<file path="config.mk">
export PLATFORM = sky130hd
export DESIGN_NAME = walk_port_arbiter_flat
export DESIGN_NICKNAME = d
export VERILOG_FILES = /design/src/rtl/walk_port_arbiter_pkg.sv /design/src/rtl/walk_port_arbiter_if.sv /design/src/rtl/walk_port_arbiter_rr_picker.sv /design/src/rtl/walk_port_arbiter.sv /design/src/flat_wrapper.sv
export SDC_FILE = /design/constraint.sdc
export NUM_CORES = 1
export LEC_CHECK = 0
export ABC_AREA = 1
export CORE_AREA = 2 2 130 132
export DETAILED_ROUTE_END_ITERATION = 12
export DIE_AREA = 0 0 132 134
export PLACE_DENSITY = 0.66
export SLEW_MARGIN = 20
export SYNTH_ARGS = -nofsm -noshare
export SYNTH_HDL_FRONTEND = slang
export SYNTH_SLANG_ARGS = --single-unit
</file>
<file path="constraint.sdc">
create_clock -name clk -period 1.6 [get_ports clk]
set_input_delay 0.32 -clock clk [delete_from_list [all_inputs] [get_ports clk]]
set_output_delay 0.32 -clock clk [all_outputs]
set_load 0.005 [all_outputs]
</file>
<file path="src/rtl/walk_port_arbiter_pkg.sv">
// Shared types and constants for the page-table-walk port arbiter.
package arb_pkg;

  typedef enum logic [1:0] {
    IDLE = 2'd0,
    REQ  = 2'd1,
    RESP = 2'd2
  } arb_state_t;

  localparam int unsigned ARB_LOCK_MAX_DEFAULT = 64;

  // Index arithmetic modulo the requester count.
  function automatic int unsigned rr_wrap_add(input int unsigned a, input int unsigned b,
                                              input int unsigned n);
    return (a + b) % n;
  endfunction

endpackage

</file>
<file path="src/rtl/walk_port_arbiter_if.sv">
// Requester-side and memory-side walk-port signals of the arbiter.
interface walk_port_arbiter_if #(
  parameter int unsigned N_REQ  = 2,
  parameter int unsigned ADDR_W = 64,
  parameter int unsigned DATA_W = 64
) ();

  logic [N_REQ-1:0]        req_ren;
  logic [N_REQ*ADDR_W-1:0] req_addr;
  logic [N_REQ-1:0]        req_stall;
  logic [DATA_W-1:0]       req_rdata;
  logic                    mem_ren;
  logic [ADDR_W-1:0]       mem_addr;
  logic [DATA_W-1:0]       mem_rdata;
  logic                    mem_rvalid;

  // Environment side: MMUs plus the shared memory port.
  modport master (
    output req_ren, req_addr, mem_rdata, mem_rvalid,
    input  req_stall, req_rdata, mem_ren, mem_addr
  );

  // Arbiter side.
  modport slave (
    input  req_ren, req_addr, mem_rdata, mem_rvalid,
    output req_stall, req_rdata, mem_ren, mem_addr
  );

endinterface

</file>
<file path="src/rtl/walk_port_arbiter_rr_picker.sv">
// Stateless round-robin picker: first requester at or after ptr wins.
module rr_picker
  import arb_pkg::*;
#(
  parameter int unsigned N_REQ = 2
) (
  input  logic [N_REQ-1:0]         req,
  input  logic [$clog2(N_REQ)-1:0] ptr,
  output logic [$clog2(N_REQ)-1:0] gnt_idx,
  output logic                     gnt_valid
);

  localparam int unsigned IDX_W = $clog2(N_REQ);

  int unsigned j;

  always_comb begin
    gnt_valid = 1'b0;
    gnt_idx   = '0;
    j         = 0;
    for (int unsigned k = 0; k < N_REQ; k++) begin
      j = rr_wrap_add(32'(ptr), k, N_REQ);
      if (!gnt_valid && req[IDX_W'(j)]) begin
        gnt_valid = 1'b1;
        gnt_idx   = IDX_W'(j);
      end
    end
  end

endmodule

</file>
<file path="src/rtl/walk_port_arbiter.sv">
// Locks the shared PTE read port to one MMU for a whole walk, round-robin between walks.
// Optional lock timeout enabled by defining ARB_LOCK_TIMEOUT_EN.
module walk_port_arbiter
  import arb_pkg::*;
#(
  parameter int unsigned N_REQ    = 2,
  parameter int unsigned ADDR_W   = 64,
  parameter int unsigned DATA_W   = 64,
  parameter int unsigned LOCK_MAX = ARB_LOCK_MAX_DEFAULT
) (
  input  logic                     clk,
  input  logic                     rst,
  input  logic                     flush,
  walk_port_arbiter_if.slave       bus,
  output logic [$clog2(N_REQ)-1:0] owner,
  output logic                     busy,
  output logic                     lock_timeout
);

  localparam int unsigned IDX_W = $clog2(N_REQ);

  if (N_REQ < 2 || N_REQ > 8 || LOCK_MAX < 2) begin : g_bad_param
    $error("walk_port_arbiter: N_REQ must be 2..8 and LOCK_MAX at least 2");
  end

  arb_state_t        state_q, state_d;
  logic [IDX_W-1:0]  owner_q, owner_d;
  logic [IDX_W-1:0]  rr_ptr_q, rr_ptr_d;
  logic [DATA_W-1:0] rdata_q, rdata_d;
  logic              timeout_q, timeout_d;
  logic [IDX_W-1:0]  gnt_idx;
  logic              gnt_valid;
  logic              own_ren;
  logic              lock_expired;

  rr_picker #(.N_REQ(N_REQ)) u_picker (
    .req       (bus.req_ren),
    .ptr       (rr_ptr_q),
    .gnt_idx   (gnt_idx),
    .gnt_valid (gnt_valid)
  );

  assign own_ren      = bus.req_ren[owner_q];
  assign bus.mem_ren  = (state_q == REQ) && own_ren;
  assign bus.mem_addr = bus.req_addr[int'(owner_q)*ADDR_W +: ADDR_W];

  // Only the owner, and only in its RESP bubble, sees stall drop.
  for (genvar i = 0; i < N_REQ; i++) begin : g_stall
    assign bus.req_stall[i] = bus.req_ren[i] & ~((state_q == RESP) && (owner_q == IDX_W'(i)));
  end

`ifdef ARB_LOCK_TIMEOUT_EN
  localparam int unsigned CNT_W = $clog2(LOCK_MAX + 1);

  logic [CNT_W-1:0] cnt_q, cnt_d;

  // Lock age: zero while idle (so zero at grant), saturating while locked.
  always_comb begin
    cnt_d = cnt_q;
    if (state_q == IDLE) begin
      cnt_d = '0;
    end else if (cnt_q != '1) begin
      cnt_d = cnt_q + CNT_W'(1);
    end
  end

  always_ff @(posedge clk) begin
    if (!rst) cnt_q <= '0;
    else      cnt_q <= cnt_d;
  end

  assign lock_expired = (cnt_q >= CNT_W'(LOCK_MAX - 1));
`else
  assign lock_expired = 1'b0;
`endif

  always_comb begin
    state_d   = state_q;
    owner_d   = owner_q;
    rr_ptr_d  = rr_ptr_q;
    rdata_d   = rdata_q;
    timeout_d = 1'b0;
    unique case (state_q)
      IDLE: begin
        if (gnt_valid) begin
          owner_d  = gnt_idx;
          rr_ptr_d = IDX_W'(rr_wrap_add(32'(gnt_idx), 1, N_REQ));
          state_d  = REQ;
        end
      end
      REQ: begin
        if (!own_ren) begin
          state_d = IDLE;
        end else if (bus.mem_rvalid) begin
          rdata_d = bus.mem_rdata;
          state_d = RESP;
        end
      end
      RESP: begin
        if (lock_expired) begin
          state_d   = IDLE;
          timeout_d = 1'b1;
        end else begin
          state_d = REQ;
        end
      end
      default: state_d = IDLE;
    endcase
    // Flush overrides everything; pointer and read data are preserved.
    if (flush) begin
      state_d   = IDLE;
      owner_d   = owner_q;
      rr_ptr_d  = rr_ptr_q;
      rdata_d   = rdata_q;
      timeout_d = 1'b0;
    end
  end

  always_ff @(posedge clk) begin
    if (!rst) begin
      state_q   <= IDLE;
      owner_q   <= '0;
      rr_ptr_q  <= '0;
      rdata_q   <= '0;
      timeout_q <= 1'b0;
    end else begin
      state_q   <= state_d;
      owner_q   <= owner_d;
      rr_ptr_q  <= rr_ptr_d;
      rdata_q   <= rdata_d;
      timeout_q <= timeout_d;
    end
  end

  assign owner         = owner_q;
  assign busy          = (state_q != IDLE);
  assign lock_timeout  = timeout_q;
  assign bus.req_rdata = rdata_q;

endmodule

</file>
<file path="src/flat_wrapper.sv">
// flat-port wrapper written by rule: the top's interface ports become plain ports
module walk_port_arbiter_flat import arb_pkg::*;
#(
  parameter int unsigned N_REQ    = 2,
  parameter int unsigned ADDR_W   = 64,
  parameter int unsigned DATA_W   = 64,
  parameter int unsigned LOCK_MAX = ARB_LOCK_MAX_DEFAULT
)
  (clk, rst, flush, owner, busy, lock_timeout, bus_req_ren, bus_req_addr, bus_mem_rdata, bus_mem_rvalid, bus_req_stall, bus_req_rdata, bus_mem_ren, bus_mem_addr);
  walk_port_arbiter_if #(.N_REQ(N_REQ), .ADDR_W(ADDR_W), .DATA_W(DATA_W)) bus_i ();
  input  logic clk;
  input  logic rst;
  input  logic flush;
  output logic [$clog2(N_REQ)-1:0] owner;
  output logic busy;
  output logic lock_timeout;
  input wire logic [$bits(bus_i.req_ren)-1:0] bus_req_ren;
  input wire logic [$bits(bus_i.req_addr)-1:0] bus_req_addr;
  input wire logic [$bits(bus_i.mem_rdata)-1:0] bus_mem_rdata;
  input wire logic [$bits(bus_i.mem_rvalid)-1:0] bus_mem_rvalid;
  output wire logic [$bits(bus_i.req_stall)-1:0] bus_req_stall;
  output wire logic [$bits(bus_i.req_rdata)-1:0] bus_req_rdata;
  output wire logic [$bits(bus_i.mem_ren)-1:0] bus_mem_ren;
  output wire logic [$bits(bus_i.mem_addr)-1:0] bus_mem_addr;
  assign bus_i.req_ren = bus_req_ren;
  assign bus_i.req_addr = bus_req_addr;
  assign bus_i.mem_rdata = bus_mem_rdata;
  assign bus_i.mem_rvalid = bus_mem_rvalid;
  assign bus_req_stall = bus_i.req_stall;
  assign bus_req_rdata = bus_i.req_rdata;
  assign bus_mem_ren = bus_i.mem_ren;
  assign bus_mem_addr = bus_i.mem_addr;
  walk_port_arbiter #(.N_REQ(N_REQ), .ADDR_W(ADDR_W), .DATA_W(DATA_W), .LOCK_MAX(LOCK_MAX)) u_core (.clk(clk), .rst(rst), .flush(flush), .bus(bus_i), .owner(owner), .busy(busy), .lock_timeout(lock_timeout));
endmodule
</file>
After elaboration in Yosys (flattened, before gate mapping)

Cells that the tools add are included.

Add/sub/neg operators: 2
$lt $le $gt $ge: 3
Equal/unequal tests: 4
Shifts and indexed selects: 1
Muxes and demuxes: 14
Bitwise operators: 7
Reductions and logical operators: 11

Operators with widths:

| cell                                                                  | count |
|---|---|
| 128-bit by 8-bit variable part select with 64-bit output              | 1 |
| 1-bit two-way mux                                                     | 10 |
| 1-bit by 2-bit < comparator with 1-bit output, second input constant  | 3 |
| 2-bit two-way mux                                                     | 3 |
| 2-bit case mux with 3 select lines                                    | 1 |
| 1-bit NOT                                                             | 5 |
| 1-bit logical AND                                                     | 4 |
| 4-bit AND reduction                                                   | 1 |
| 3-bit != test, second input constant                                  | 1 |
| 3-bit AND reduction                                                   | 1 |
| 1-bit adder, second input constant                                    | 2 |
| 1-bit bitwise AND                                                     | 2 |
| 2-bit by 1-bit equality test with 1-bit output, second input constant | 1 |
| 2-bit equality test, second input constant                            | 1 |
| 2-bit zero test                                                       | 1 |
| 2-bit by 1-bit != test with 1-bit output, second input constant       | 1 |
| 2-bit AND reduction                                                   | 1 |
| 2-bit nonzero test                                                    | 1 |
| 2-bit OR reduction                                                    | 1 |
| 1-bit zero test                                                       | 1 |

Flip-flop bits (word level): 68
Input bits: 198
Output and inout port bits: 134

Depth between registers and ports, before layout

Depth in word-level cells: 8
Gate-level depth with buffers: 8
Mapped depth without buffers: 7

Modules after synthesis

Synthesis repeated with hierarchy kept, for this count alone.

Cells, all modules: 794
Area total of the unflattened synthesis: 4,309.1 um^2

By module, submodules not included:

| module            | instances | cells each | area an instance (um^2) | seq. area each (um^2) |
|---|---|---|---|---|
| walk_port_arbiter | 1         | 790        | 4,290.4                 | 1,361.3 |
| rr_picker         | 1         | 4          | 18.8                    | 0.0 |

Least setup slack after synthesis

No wires, ideal clock.

Path kind: reg2out
Start point: register u_core.owner_q, in the netlist u_core.owner
End point: output port bus_mem_addr[0]
Arrival time: 1,106 ps
Slack: 174 ps
Cell stages (with the launch flop): 5
Buffers on the path: 2
Path through: dfxtp_1 -> clkbuf_1 -> clkbuf_1 -> nand2_1 -> nand2_1

Word-level cells in the longest chain between the ends: 1

Ends and longest elaborated chain:

| element                                                  | RTL line                 | RTL |
|---|---|---|
| from (decl)                                              | walk_port_arbiter.sv:27  | `logic [IDX_W-1:0] owner_q, owner_d;` |
| from (signal assigned)                                   | walk_port_arbiter.sv:128 | `owner_q <= owner_d;` |
| 128-bit by 8-bit variable part select with 64-bit output | walk_port_arbiter.sv:45  | `assign bus.mem_addr = bus.req_addr[int'(owner_q)*ADDR_W +: ADDR_W];` |
| to (decl)                                                | flat_wrapper.sv:24       | `output wire logic [$bits(bus_i.mem_addr)-1:0] bus_mem_addr;` |

Every way passes these cells.

Final worst setup path

Start point: register u_core.owner_q, in the netlist u_core.owner
End point: output port bus_mem_addr[3]

The elaborated chain is that of the path after synthesis.

==> metrics.md <==
| Metric | Value |
|---|---|
| YS warnings | `0` |
| Peak VDD IR | `363 uV` |
| Commonest non-fill, non-tap cell in the layout | `clkdlybuf4s50_1` |
| TritonCTS buffer count | `9` |
| Fin Hold WS | `0.297 ns` |
| Final ANT Viol Nets | `0` |
| DR iter-0 viols | `290` |
| Gpl congestion | `0.813` |
| Power density cells | `584 mW/mm^2` |
| Vias per inst | `4.29` |
| Layout cells sized above 1 | `22.1%` |
| # IOs | `332` |
| DP Area | `0.00801 sq mm` |
| Status | `finished, violations left` |
| Clock Latency Late Sink | `0.34 ns` |
| Initial core utilization | `26.5%` |
| Die width | `132 um` |
| Largest net degree at the start of global routing | `67` |
| Area Growth Syn to Fin | `113%` |
| Vias | `5872` |
| Max_cap viols | `0` |
| Die H | `134 um` |
| Cells after synthesis | `796` |
| Final Routed Wirelength | `21.3 mm` |
| Main area contributors after synthesis | `dfxtp_1 32%, nand2_1 29%, inv_1 18%` |
| Antenna violations before repair | `5` |
| Worst setup EP type | `output port` |
| CTS max path bufs | `2` |
| Root Buffer | `clkbuf_16` |
| First-pass GRT wire length | `31.1 mm` |
| Post-DP HPWL | `14.4 mm` |
| Pleak | `4.52 nW` |
| Min setup slack post-route | `-0.116 ns` |
| WS Path Type | `reg2out` |
| Register bit total from synthesis | `68` |
| Violated checks | `setup timing` |
| Synthesized cell area | `0.00432 sq mm` |
| Initial DRT Pass Iterations | `4` |
| Final Hold Fails | `0` |
| Top cell type's share of synthesized area | `31.5%` |
| Final instance area | `0.00919 sq mm` |
| Startpoint types | `flip-flop` |
| TritonCTS clock tree | `built` |
| Hold Buf Count CTS | `0` |
| H-tree depth | `3` |
| DR WL/cell | `15.6 um` |
| Final Max Slew Viols | `0` |
| Die area | `0.0177 sq mm` |
| CP max FO | `8` |
| Final setup vio count | `110` |
| CTS clk-pin slew, worst paths | `0.06 ns` |
| Register area share after synthesis | `31.5%` |
| Clk_skew | `0.00813 ns` |
| Netlist cell types | `17` |
| IO buf count | `330` |
| Final min period | `1.72 ns` |
| Fillers | `1580` |
| Vias in the first global route | `5736` |
| DRC Markers | `0` |
| Unrepaired setup endpoints after global routing | `yes` |
| Arrival time at the worst endpoint | `1.40 ns` |
| Syn avg cell area | `5.42 sq um` |
| Cell taking the most area after synthesis | `dfxtp_1` |
| Mapped Nets | `994` |
| Final Cycle Share | `107%` |
| Rows | `47` |
| Final nets | `1339` |
| GR Overflow Total | `0` |
| Max Freq | `583 MHz` |
| Required time worst endpoint | `1.28 ns` |
| CTS Sinks | `68` |
| Most frequent cells in the layout | `259 x clkdlybuf4s50_1, 228 x nand2_1, 200 x inv_1, 66 x nand4_1, 66 x dfxtp_1` |
| Core area | `0.0163 sq mm` |
| Worst hold-check path type | `in2reg` |
| GRT Overall Usage | `22.7%` |
==> synthesized netlist by cell type (all sizes together) <==
cell type  number
nand4          66
and2            1
conb            1
inv           203
dfxtp          68
nand3           4
clkbuf         18
o21ai           3
buf            31
nand2         329
nor2           69
a21oi           3
==> report_power, final <==
group          internal [mW]  switching, mW  total (mW)
Sequential              1.73         0.0221        1.75
Clock                   1.12          0.757        1.88
Combinational          0.995          0.740        1.74
Total                   3.84           1.52        5.36
==> metrics by stage <==
stage	TNS, ns	setup slack [ns]	power (mW)	utilization [%]	cells
after global routing	-12.90	-0.138	5.63	56.4	1370
after global placement	-28.57	-0.312	3.27	49.1	1323
final	-4.58	-0.116	5.36	56.4	1370
after floorplan	0	0.174	2.24	-	796
after CTS	-13.15	-0.170	5.29	54.2	1363
after detailed placement	-29.89	-0.347	3.27	49.1	1323
==> registers in the layout (all words and copies together), names as in the netlist, named ones only <==
name	cells
u_core.state_q	2
u_core.owner	1
u_core.bus.req_rdata	64
==> critical path, cell delays in order (launching register included) <==
cell	delay, ns
dfxtp_4	0.43
buf_12	0.16
buf_16	0.13
buf_8	0.12
nand2_4	0.05
nand2_4	0.06
buf_6	0.10
==> worst paths after layout <==
path	start	endpoint	slack [ns]	depth (start not counted)
hold / removal	rst	u_core.owner$_SDFFE_PN0P_	0.30	3
hold reg to reg	flip-flop	flip-flop	0.47	2
setup / recovery	u_core.owner$_SDFFE_PN0P_	bus_mem_addr[3]	-0.12	6
setup reg to reg	u_core.owner$_SDFFE_PN0P_	u_core.bus.req_rdata[30]$_SDFFE_PN0P_	-0.04	10
==> cells by family (layout without fill, tap and decap cells) <==
kind of cell,count (synthesis),in the layout,synth area share [%]
and+or+nand+nor,469,469,45.0
buffers and inverters,252,601,22.7
DFF,68,68,31.5
AOI/OAI and AO/OA,6,6,0.695
other,1,6,0.0869
==> metal layers <==
metal	up-vias	global-route usage [%]	routed length [um]
li1	3001	-	-
met1	2589	24.1	7790
met2	237	40.5	10900
met3	45	6.58	1670
met4	0	13.0	993
met5	-	0	0
==> what timing repair did <==
action                                  in CTS  in global routing
gates cloned                                 9                  4
endpoints found under the setup margin     128                132
buffers inserted                            17                  2
gates resized for setup                    400                 98
pin swaps                                   30                 22
==> cell type report <==
type                    instances  area [sq um]  area share (%)
well taps                     220           275            3.00
inverters                     203           769            8.37
clock inverters                 4          25.0           0.272
clock buffers                  11           253            2.75
repair buffers                383          3970            43.2
multi-input cells             476          2520            27.4
diodes                          5          12.5           0.136
flip-flops and latches         68          1370            14.9
Note: power is estimated with default switching activity, not from simulation.
